===== src/rtl/voice_allocator_pkg.sv =====
// voice_allocator_pkg
// Shared definitions for the voice allocator: widths, slot count, the
// silent note code, the age ceiling, FSM state encoding, the debug view
// of the FSM and the saturating age helper.
package voice_allocator_pkg;

  localparam int NUM_VOICES = 8;
  localparam int NOTE_W     = 7;
  localparam int AGE_W      = 3;
  localparam int IDX_W      = 3;

  localparam logic [NOTE_W-1:0] NOTE_SILENT = '0;
  localparam logic [AGE_W-1:0]  AGE_MAX     = '1;

  // FSM state encoding
  localparam logic [1:0] ST_IDLE   = 2'd0;
  localparam logic [1:0] ST_LOOKUP = 2'd1;
  localparam logic [1:0] ST_UPDATE = 2'd2;

  // Debug view: FSM state plus the registered lookup results.
  typedef struct packed {
    logic [1:0]       state;
    logic             match_found;
    logic             free_found;
    logic [IDX_W-1:0] match_idx;
    logic [IDX_W-1:0] free_idx;
    logic [IDX_W-1:0] old_idx;
  } va_dbg_t;

  // Age increment that sticks at AGE_MAX instead of wrapping.
  function automatic logic [AGE_W-1:0] age_inc(input logic [AGE_W-1:0] a);
    return (a == AGE_MAX) ? a : a + 1'b1;
  endfunction

endpackage


===== src/rtl/voice_allocator_if.sv =====
// voice_allocator_if
// Event handshake between the score/MIDI event source and the allocator.
//   ev_valid  source -> allocator  event offered
//   ev_ready  allocator -> source  allocator can take an event
//   ev_on     source -> allocator  1 = note-on, 0 = note-off
//   ev_note   source -> allocator  note code (0 = silence)
// Handshake: an event transfers on a rising clock edge where ev_valid and
// ev_ready are both high. While ev_valid is high and ev_ready is low the
// source holds ev_on/ev_note stable; ev_ready never depends on ev_valid.
interface voice_allocator_if;
  import voice_allocator_pkg::*;

  logic              ev_valid;
  logic              ev_ready;
  logic              ev_on;
  logic [NOTE_W-1:0] ev_note;

  modport master (output ev_valid, output ev_on, output ev_note, input ev_ready);
  modport slave  (input ev_valid, input ev_on, input ev_note, output ev_ready);
endinterface


===== src/rtl/voice_allocator_pick.sv =====
// voice_pick
// Combinational scan of the slot table.
//   slot_i      slot notes
//   age_i       slot ages
//   note_i      note being looked up
//   match_*     lowest slot holding note_i (never matches the silent code)
//   free_*      lowest silent slot
//   old_idx     slot with the largest age, lowest index on a tie
module voice_pick
  import voice_allocator_pkg::*;
(
  input  logic [NOTE_W-1:0] slot_i [NUM_VOICES],
  input  logic [AGE_W-1:0]  age_i  [NUM_VOICES],
  input  logic [NOTE_W-1:0] note_i,
  output logic [IDX_W-1:0]  match_idx,
  output logic              match_found,
  output logic [IDX_W-1:0]  free_idx,
  output logic              free_found,
  output logic [IDX_W-1:0]  old_idx
);

  logic [AGE_W-1:0] old_age;

  always_comb begin
    match_idx   = '0;
    match_found = 1'b0;
    free_idx    = '0;
    free_found  = 1'b0;
    old_idx     = '0;
    old_age     = age_i[0];
    // Walk downwards so the last hit written is the lowest index.
    for (int i = NUM_VOICES - 1; i >= 0; i--) begin
      if (note_i != NOTE_SILENT && slot_i[i] == note_i) begin
        match_found = 1'b1;
        match_idx   = IDX_W'(i);
      end
      if (slot_i[i] == NOTE_SILENT) begin
        free_found = 1'b1;
        free_idx   = IDX_W'(i);
      end
    end
    // Strict greater-than keeps the earliest slot on equal ages.
    for (int i = 1; i < NUM_VOICES; i++) begin
      if (age_i[i] > old_age) begin
        old_age = age_i[i];
        old_idx = IDX_W'(i);
      end
    end
  end

endmodule


===== src/rtl/voice_allocator.sv =====
// voice_allocator
// Assigns note-on/note-off events to eight voice slots with per-slot
// saturating age. A full-table note-on is dropped, or, when built with
// VOICE_STEAL_EN defined, replaces the oldest voice.
// Ports:
//   clk, rst        clock, synchronous active-high reset
//   all_off         panic: silence every slot on the next edge
//   ev              event handshake (slave side)
//   note_out0..7    slot notes
//   active          bit i set when slot i holds a nonzero note
//   drop            one-cycle pulse: note-on discarded, table full
//   steal           one-cycle pulse: a voice was stolen (0 without steal)
//   dbg             FSM state and registered lookup results
// One event takes three cycles: IDLE (accept) -> LOOKUP (register scan)
// -> UPDATE (write table, pulse) -> IDLE.
module voice_allocator
  import voice_allocator_pkg::*;
(
  input  logic               clk,
  input  logic               rst,
  input  logic               all_off,
  voice_allocator_if.slave   ev,
  output logic [NOTE_W-1:0]  note_out0,
  output logic [NOTE_W-1:0]  note_out1,
  output logic [NOTE_W-1:0]  note_out2,
  output logic [NOTE_W-1:0]  note_out3,
  output logic [NOTE_W-1:0]  note_out4,
  output logic [NOTE_W-1:0]  note_out5,
  output logic [NOTE_W-1:0]  note_out6,
  output logic [NOTE_W-1:0]  note_out7,
  output logic [NUM_VOICES-1:0] active,
  output logic               drop,
  output logic               steal,
  output va_dbg_t            dbg
);

  logic [1:0]        state_q, state_d;
  logic              on_q, on_d;
  logic [NOTE_W-1:0] note_q, note_d;
  logic [NOTE_W-1:0] slot_q [NUM_VOICES];
  logic [NOTE_W-1:0] slot_d [NUM_VOICES];
  logic [AGE_W-1:0]  age_q  [NUM_VOICES];
  logic [AGE_W-1:0]  age_d  [NUM_VOICES];
  logic [IDX_W-1:0]  match_idx_q, match_idx_d;
  logic [IDX_W-1:0]  free_idx_q, free_idx_d;
  logic [IDX_W-1:0]  old_idx_q, old_idx_d;
  logic              match_found_q, match_found_d;
  logic              free_found_q, free_found_d;
  logic              drop_q, drop_d;
  logic              ev_ready_w;

  logic [IDX_W-1:0]  pick_match_idx, pick_free_idx, pick_old_idx;
  logic              pick_match_found, pick_free_found;

  logic [IDX_W-1:0]  hit_idx;
  logic              age_others;

  voice_pick u_pick (
    .slot_i      (slot_q),
    .age_i       (age_q),
    .note_i      (note_q),
    .match_idx   (pick_match_idx),
    .match_found (pick_match_found),
    .free_idx    (pick_free_idx),
    .free_found  (pick_free_found),
    .old_idx     (pick_old_idx)
  );

  assign ev_ready_w  = (state_q == ST_IDLE) && !all_off && !rst;
  assign ev.ev_ready = ev_ready_w;

`ifdef VOICE_STEAL_EN
  logic steal_q, steal_d;
  assign steal = steal_q;
`else
  assign steal = 1'b0;
`endif

  always_comb begin
    state_d       = state_q;
    on_d          = on_q;
    note_d        = note_q;
    slot_d        = slot_q;
    age_d         = age_q;
    match_idx_d   = match_idx_q;
    free_idx_d    = free_idx_q;
    old_idx_d     = old_idx_q;
    match_found_d = match_found_q;
    free_found_d  = free_found_q;
    drop_d        = 1'b0;
`ifdef VOICE_STEAL_EN
    steal_d       = 1'b0;
`endif
    hit_idx       = '0;
    age_others    = 1'b0;

    case (state_q)
      ST_IDLE: begin
        if (ev.ev_valid && ev_ready_w) begin
          on_d    = ev.ev_on;
          note_d  = ev.ev_note;
          state_d = ST_LOOKUP;
        end
      end
      ST_LOOKUP: begin
        match_idx_d   = pick_match_idx;
        match_found_d = pick_match_found;
        free_idx_d    = pick_free_idx;
        free_found_d  = pick_free_found;
        old_idx_d     = pick_old_idx;
        state_d       = ST_UPDATE;
      end
      ST_UPDATE: begin
        state_d = ST_IDLE;
        if (on_q && note_q != NOTE_SILENT) begin
          if (match_found_q) begin
            // Retrigger: the note stays where it is, only its age resets.
            hit_idx    = match_idx_q;
            age_others = 1'b1;
          end else if (free_found_q) begin
            slot_d[free_idx_q] = note_q;
            hit_idx    = free_idx_q;
            age_others = 1'b1;
          end else begin
`ifdef VOICE_STEAL_EN
            slot_d[old_idx_q] = note_q;
            hit_idx    = old_idx_q;
            age_others = 1'b1;
            steal_d    = 1'b1;
`else
            drop_d     = 1'b1;
`endif
          end
          if (age_others) begin
            for (int i = 0; i < NUM_VOICES; i++) begin
              if (IDX_W'(i) != hit_idx && slot_q[i] != NOTE_SILENT) begin
                age_d[i] = age_inc(age_q[i]);
              end
            end
            age_d[hit_idx] = '0;
          end
        end else if (!on_q && match_found_q) begin
          slot_d[match_idx_q] = NOTE_SILENT;
          age_d[match_idx_q]  = '0;
        end
      end
      default: state_d = ST_IDLE;
    endcase

    // Panic overrides whatever the FSM was doing, including the pulses.
    if (all_off) begin
      state_d = ST_IDLE;
      drop_d  = 1'b0;
`ifdef VOICE_STEAL_EN
      steal_d = 1'b0;
`endif
      for (int i = 0; i < NUM_VOICES; i++) begin
        slot_d[i] = NOTE_SILENT;
        age_d[i]  = '0;
      end
    end
  end

  always_ff @(posedge clk) begin
    if (rst) begin
      state_q       <= ST_IDLE;
      on_q          <= 1'b0;
      note_q        <= NOTE_SILENT;
      match_idx_q   <= '0;
      free_idx_q    <= '0;
      old_idx_q     <= '0;
      match_found_q <= 1'b0;
      free_found_q  <= 1'b0;
      drop_q        <= 1'b0;
`ifdef VOICE_STEAL_EN
      steal_q       <= 1'b0;
`endif
      for (int i = 0; i < NUM_VOICES; i++) begin
        slot_q[i] <= NOTE_SILENT;
        age_q[i]  <= '0;
      end
    end else begin
      state_q       <= state_d;
      on_q          <= on_d;
      note_q        <= note_d;
      match_idx_q   <= match_idx_d;
      free_idx_q    <= free_idx_d;
      old_idx_q     <= old_idx_d;
      match_found_q <= match_found_d;
      free_found_q  <= free_found_d;
      drop_q        <= drop_d;
`ifdef VOICE_STEAL_EN
      steal_q       <= steal_d;
`endif
      for (int i = 0; i < NUM_VOICES; i++) begin
        slot_q[i] <= slot_d[i];
        age_q[i]  <= age_d[i];
      end
    end
  end

  assign note_out0 = slot_q[0];
  assign note_out1 = slot_q[1];
  assign note_out2 = slot_q[2];
  assign note_out3 = slot_q[3];
  assign note_out4 = slot_q[4];
  assign note_out5 = slot_q[5];
  assign note_out6 = slot_q[6];
  assign note_out7 = slot_q[7];
  assign drop      = drop_q;

  always_comb begin
    active = '0;
    for (int i = 0; i < NUM_VOICES; i++) begin
      active[i] = (slot_q[i] != NOTE_SILENT);
    end
  end

  always_comb begin
    dbg             = '0;
    dbg.state       = state_q;
    dbg.match_found = match_found_q;
    dbg.free_found  = free_found_q;
    dbg.match_idx   = match_idx_q;
    dbg.free_idx    = free_idx_q;
    dbg.old_idx     = old_idx_q;
  end

endmodule


===== src/flat_wrapper.sv =====
// flat-port wrapper written by rule: the top's interface ports become plain ports
module voice_allocator_flat import voice_allocator_pkg::*;
  (clk, rst, all_off, note_out0, note_out1, note_out2, note_out3, note_out4, note_out5, note_out6, note_out7, active, drop, steal, dbg, ev_ev_valid, ev_ev_on, ev_ev_note, ev_ev_ready);
  voice_allocator_if ev_i ();
  input  logic clk;
  input  logic rst;
  input  logic all_off;
  output logic [NOTE_W-1:0] note_out0;
  output logic [NOTE_W-1:0] note_out1;
  output logic [NOTE_W-1:0] note_out2;
  output logic [NOTE_W-1:0] note_out3;
  output logic [NOTE_W-1:0] note_out4;
  output logic [NOTE_W-1:0] note_out5;
  output logic [NOTE_W-1:0] note_out6;
  output logic [NOTE_W-1:0] note_out7;
  output logic [NUM_VOICES-1:0] active;
  output logic drop;
  output logic steal;
  output va_dbg_t dbg;
  input wire logic [$bits(ev_i.ev_valid)-1:0] ev_ev_valid;
  input wire logic [$bits(ev_i.ev_on)-1:0] ev_ev_on;
  input wire logic [$bits(ev_i.ev_note)-1:0] ev_ev_note;
  output wire logic [$bits(ev_i.ev_ready)-1:0] ev_ev_ready;
  assign ev_i.ev_valid = ev_ev_valid;
  assign ev_i.ev_on = ev_ev_on;
  assign ev_i.ev_note = ev_ev_note;
  assign ev_ev_ready = ev_i.ev_ready;
  voice_allocator u_core (.clk(clk), .rst(rst), .all_off(all_off), .ev(ev_i), .note_out0(note_out0), .note_out1(note_out1), .note_out2(note_out2), .note_out3(note_out3), .note_out4(note_out4), .note_out5(note_out5), .note_out6(note_out6), .note_out7(note_out7), .active(active), .drop(drop), .steal(steal), .dbg(dbg));
endmodule

===== config.mk =====
export PLATFORM = sky130hd
export DESIGN_NAME = voice_allocator_flat
export DESIGN_NICKNAME = d
export VERILOG_FILES = /design/src/rtl/voice_allocator_pkg.sv /design/src/rtl/voice_allocator_if.sv /design/src/rtl/voice_allocator_pick.sv /design/src/rtl/voice_allocator.sv /design/src/flat_wrapper.sv
export SDC_FILE = /design/constraint.sdc
export NUM_CORES = 1
export LEC_CHECK = 0
export BUFFER_PORTS_ARGS = -buffer_cell sky130_fd_sc_hd__buf_4
export CAP_MARGIN = 15
export CORE_MARGIN = 2
export CORE_UTILIZATION = 35
export CTS_CLUSTER_DIAMETER = 60
export CTS_CLUSTER_SIZE = 25
export DETAILED_ROUTE_END_ITERATION = 12
export PLACE_DENSITY = 0.57
export SETUP_SLACK_MARGIN = 0.15
export SLEW_MARGIN = 20
export SYNTH_ARGS = -nofsm -noshare
export SYNTH_HDL_FRONTEND = slang
export SYNTH_HIERARCHICAL = 1
export SYNTH_SLANG_ARGS = --single-unit

===== constraint.sdc =====
create_clock -name clk -period 18.5 [get_ports clk]
set_input_delay 0 -clock clk [delete_from_list [all_inputs] [get_ports clk]]
set_output_delay 0 -clock clk [all_outputs]
set_load 0.02 [all_outputs]

Yosys cells after proc, flatten, opt, wreduce, memory -nomap -nowiden
Cells that the tools add are included.
{ "classes": {"add_sub_neg": 8, "multipliers": 0, "div_mod_pow": 0, "magnitude_cmp": 13, "eq_ne": 29, "n_shift": 0, "n_mux": 112, "bitwise_logic": 11, "n_reduce_logical": 52} }
{ "op_table": {"columns": ["op", "count"], "rows": [
  ["2-to-1 mux 56 bit", 4],
  ["2-to-1 mux 3 bit", 74],
  ["2-to-1 mux 24 bit", 3],
  ["nonzero test 7 bit", 9],
  ["bitwise AND 56 bit", 1],
  ["bitwise mux 56 bit", 1],
  ["equality test 7 bit", 8],
  ["logical NOT 7 bit", 8],
  ["inverter 56 bit", 1],
  ["bitwise AND 24 bit", 2],
  ["inverter 24 bit", 2],
  ["demux 7 bit (select 3 bit)", 2],
  ["adder 3 x 1 -> 3 bit (second input constant)", 8],
  ["equality test 3 bit (second input constant)", 8],
  ["logical AND 1 bit", 24],
  ["2-to-1 mux 1 bit", 22],
  ["> comparator 3 bit", 7],
  ["demux 3 bit (select 3 bit)", 2],
  ["2-to-1 mux 7 bit", 2],
  ["greater-or-equal comparator 4 bit (second input constant)", 3],
  ["less-than comparator 4 x 1 -> 1 bit (second input constant)", 3],
  ["inequality test 3 bit (first input constant)", 4],
  ["inverter 3 -> 4 bit", 3],
  ["inequality test 2 bit (second input constant)", 3],
  ["other kinds (17)", 21]
]} }
{ "totals": {"regBits": 102, "latchBits": 0, "ramBits": 0, "rom_bits": 0, "out_inout_bits": 80, "wordCells": 250, "n_memories": 0} }

Depth between registers and ports, before layout
{ "logic_depth": {"depth_word": 14, "ltp_mapped": 43, "ltp_nobuf": 42} }

Modules after synthesis
Netlist, hierarchy kept.
{ "modules_own_cells": {"columns": ["module", "instances", "cells_each", "area_each_um2", "seq_area_each_um2"], "rows": [
  ["voice_allocator", 1, 645, 4959.8, 2042.0],
  ["voice_pick", 1, 263, 1894.3, 0.0]
]} }

Worst setup path before layout
No wires, ideal clock.
{ "synth_path": {"path_type": "register to register", "from": "reg u_core/age_q[22] in the netlist's numbering", "to": "reg u_core.old_idx_q[2]", "arrival_time_ns": 7.581, "required_ns": 18.368, "slack_ns": 10.787, "path_stages_with_launch": 42, "path_buffers": 1, "path_cell_list": "dfxtp_1 -> inv_1 -> ha_1 -> nand3b_2 -> a221oi_2 -> a211oi_1 -> ha_1 -> nand3b_1 -> a32oi_1 -> a2111oi_2 -> or2_1 -> ha_1 -> nand3b_1 -> a32oi_2 -> nand2_1 -> o21a_1 -> ha_1 -> nand3b_1 -> [... 6 more ...] -> o21ai_0 -> a32o_1 -> o211ai_1 -> o22ai_2 -> ha_1 -> nor2b_1 -> o21ai_0 -> nand2b_1 -> and2_1 -> clkbuf_1 -> o21a_1 -> ha_1 -> a21o_1 -> a21oi_1 -> a31oi_1 -> or3_1 -> nand2_1 -> a21oi_1"} }
{ "synth_via": {"elab_chain_cells": 14} }
{ "synth_lines": {"columns": ["item", "line", "rtl"], "rows": [
  ["start: declaration", "voice_allocator.sv:42", "logic [AGE_W-1:0] age_q [NUM_VOICES];"],
  ["start signal: indexed assignment", "voice_allocator.sv:197", "age_q[i] <= age_d[i];"],
  ["> comparator 3 bit", "voice_allocator_pick.sv:44", "if (age_i[i] > old_age) begin"],
  ["2-to-1 mux 3 bit *", "voice_allocator_pick.sv:44", null],
  ["> comparator 3 bit", "voice_allocator_pick.sv:44", null],
  ["2-to-1 mux 3 bit *", "voice_allocator_pick.sv:44", null],
  ["> comparator 3 bit", "voice_allocator_pick.sv:44", null],
  ["2-to-1 mux 3 bit", "voice_allocator_pick.sv:44", null],
  ["> comparator 3 bit", "voice_allocator_pick.sv:44", null],
  ["2-to-1 mux 3 bit", "voice_allocator_pick.sv:44", null],
  ["> comparator 3 bit", "voice_allocator_pick.sv:44", null],
  ["2-to-1 mux 3 bit", "voice_allocator_pick.sv:44", null],
  ["> comparator 3 bit", "voice_allocator_pick.sv:44", null],
  ["2-to-1 mux 3 bit", "voice_allocator_pick.sv:44", null],
  ["> comparator 3 bit", "voice_allocator_pick.sv:44", null],
  ["2-to-1 mux 3 bit *", "voice_allocator_pick.sv:44", null],
  ["named net u_core.pick_old_idx[2]", "voice_allocator.sv:52", "logic [IDX_W-1:0] pick_match_idx, pick_free_idx, pick_old_idx;"],
  ["end signal: assignment", "voice_allocator.sv:188", "old_idx_q <= old_idx_d;"],
  ["end: declaration", "voice_allocator.sv:46", "logic [IDX_W-1:0] old_idx_q, old_idx_d;"]
]} }
The timed path passes the listed nets; every way through them passes the cells marked *.
A chain may end at the register's enable or synchronous reset.

Worst setup path in the final report
Ends and elaborated chain as after synthesis.

==> impl_metrics.ini <==
[run_status]
outcome = completed

[setup_path]
cpPeakStageDelay_ns = 0.46
cp.required_ns = 18.74
critPathSlowestCell = dfxtp_1
cp_common_cell = ha_1
critPathKind = flip-flop to flip-flop
crit_fanout = 8
setup.worst_path.start_class = flip-flop
worstPathArrival_ns = 8.66
worstRegToRegCells = 40
cp-end-kind = flip-flop

[cts]
cts_setup_buffers = 0
cts_root_buf = clkbuf_16
cts_buffer_depth = 2
ctsResizeCount = 0
clk_pin_slew_worst_paths_ns = 0.07
tritoncts = yes
clk_latency_ns = 0.36
numCtsBuffers = 9
htreeDepth = 3
clock_sinks = 102

[min_path]
hold_depth = 4
min_path_type = input pin to flip-flop

[synthesis]
syn_inst = 908
yosysMostFrequentCell = nand2_1
ys_seq_elements = 102
seq_area_frac_synth_pct = 29.8
synth_edf_count = 0
yosys-top-cells-area = dfxtp_1 30%, nand2_1 7.6%, a21oi_1 7.4%, xor2_1 5.4%, ha_1 5.3%
syn_nets = 949
synth_cell_types = 77
synth_top_area_share_pct = 29.8
syn_area_mm2 = 0.00685
yosys-top-cells-count = 138 x nand2_1, 102 x dfxtp_1, 101 x a21oi_1
synth_ff_type = dfxtp_1
ys_warn_count = 6
avgSynthCellArea_um2 = 7.55
async_flop_share_pct = 0
synth_largest_area_cell = dfxtp_1

[cells_and_area]
final_nets = 1025
post_route_cells_drive_above_1_share_pct = 15.1
fin_area_mm2 = 0.00819
areaGrowthSynthToFinish_pct = 19.5
largest_register_ffs = 24
final_cells = 1255
largest-register = u_core/age_q

[die]
die_h_um = 144
die_w_um = 144
rows = 51
start_util_pct = 35.4
die-area_mm2 = 0.0207
io_pins = 92
core_area_mm2 = 0.0193

[power]
p_sw_share_pct = 27.2
p_clk_share_pct = 43.1
power_leakage_nw = 3.15
combPwrFrac_pct = 9.5
ir_drop_uv = 43.1
power.internal_uw = 345
power.share.sequential_pct = 47.4
switchingPower_uw = 129
power_density_mw_per_mm2 = 57.9

[sta]
slew_headroom_pct = 27.7
fmax_ghz = 0.119
finalSetupViolCount = 0
setup_tns_ns = 0
rsz0062_at_grt = false
finClkSkew_ns = 0.0107
tightest_slew_ns = 1.08
hold_ws_ns = 0.0662
hold_violations = 0
min_period_ns = 8.42
slew_viol_final = 0
timing.final.crit_share_pct = 45.5

[grt]
track_usage_pct = 22.0
antenna_found_initial = 0
grt_max_degree = 68
grt_overflow = 0
grt_pass1_wl_um = 35600
grt_pass1_vias = 6507

[drt]
drtPass1Iterations = 5
wl_um = 22600
via_per_inst = 5.58
drt_iter0_drc = 496
drtAntennaViolNets = 0
route.detailed.drc = 0
vias = 7009
wl_per_cell_um = 18.0

[placed_design]
placed_cells = 1220
gp_congestion = 0.871
port_buffers = 90
dp.final_hpwl_um = 15900
dpl_cell_area_mm2 = 0.00769

[job]
drv_cap = 0
-- critical path: cells and delay by family, from the launching register on --
kind | cells | cell delay (ns)
and+or+nand+nor | 14 | 2.17
buffers and inverters | 1 | 0.07
DFF | 1 | 0.46
adders and majority gates | 7 | 2.16
AOI/OAI and AO/OA | 18 | 3.43
-- metrics by stage --
step	utilization (%)	total power, mW	worst slack (ns)
after floorplan	-	0.259	10.79
after global placement	39.8	0.272	10.27
after detailed placement	39.8	0.272	10.07
after CTS	42.3	0.478	10.09
after global routing	42.3	0.492	9.30
final	42.4	0.474	10.08
-- timing repair --
action                     CTS  global route
hold endpoints to repair    13             0
hold buffers                18             0
setup endpoints to repair    0             0
-- per-layer routing --
layer | track usage (%) | share of wire, %
met1 | 29.6 | 46
met2 | 35.4 | 47
met3 | 3.80 | 4.8
met4 | 7.89 | 2.5
met5 | 0 | 0
-- power by group through the flow --
stage | Combinational [mW] | Sequential [mW] | Clock [mW]
after floorplan | 0.0314 | 0.228 | 0
after global placement | 0.0419 | 0.230 | 0
after detailed placement | 0.0419 | 0.230 | 0
after CTS | 0.0443 | 0.225 | 0.209
after global routing | 0.0492 | 0.225 | 0.218
final | 0.0450 | 0.225 | 0.204
-- layout make-up --
class                           count  area (um2)
Fill cell                        2040       11100
Multi-Input combinational cell    733        4490
Sequential cell                   102        2040
Timing Repair Buffer              118         931
Tap cell                          265         332
Clock buffer                        9         225
Clock inverter                      7        93.8
Inverter                           20        75.1
Antenna cell                        1        2.50
-- final timing paths --
kind | startpoint | end | slack (ns)
setup reg to reg | u_core/age_q[22] | u_core/old_idx_q[2] | 10.08
setup / recovery | u_core/age_q[22] | u_core/old_idx_q[2] | 10.08
hold / removal | all_off | u_core/age_q[19] | 0.07
hold reg to reg | u_core/old_idx_q[1] | u_core/old_idx_q[1] | 0.47
-- cells by family after synthesis --
kind of cell	share of synthesized area, %
buffers and inverters	4.91
other	0.0547
multiplexers	2.74
AO/OA/AOI/OAI	22.5
adder cells (fa/ha/maj)	5.29
flip-flops	29.8
AND/OR/NAND/NOR	27.6
XOR/XNOR	7.16
-- placed cells by master, fill, tap and decap left out, types with 3 or more instances in the layout --
master and count:
a211oi_1 4, a21oi_1 101, a21oi_2 4, a22oi_1 8, a31oi_1 15, and2_1 11, buf_4 100, clkbuf_16 9
dfxtp_1 102, dlygate4sd3_1 18, ha_1 29, inv_1 20, mux2_2 4, mux2i_1 7, nand2_1 138, nand2b_1 12
nand3_1 61, nand3b_1 5, nand4_1 12, nor2_1 37, nor2b_1 10, nor3_1 32, nor3_2 3, nor3b_1 8
nor4_1 22, o211ai_1 3, o21a_1 3, o21ai_0 72, o21ai_1 9, o31ai_1 6, or3_1 4, or4_1 7
xnor2_1 14, xor2_1 42
No activity file was read; power rests on OpenSTA's default activity.
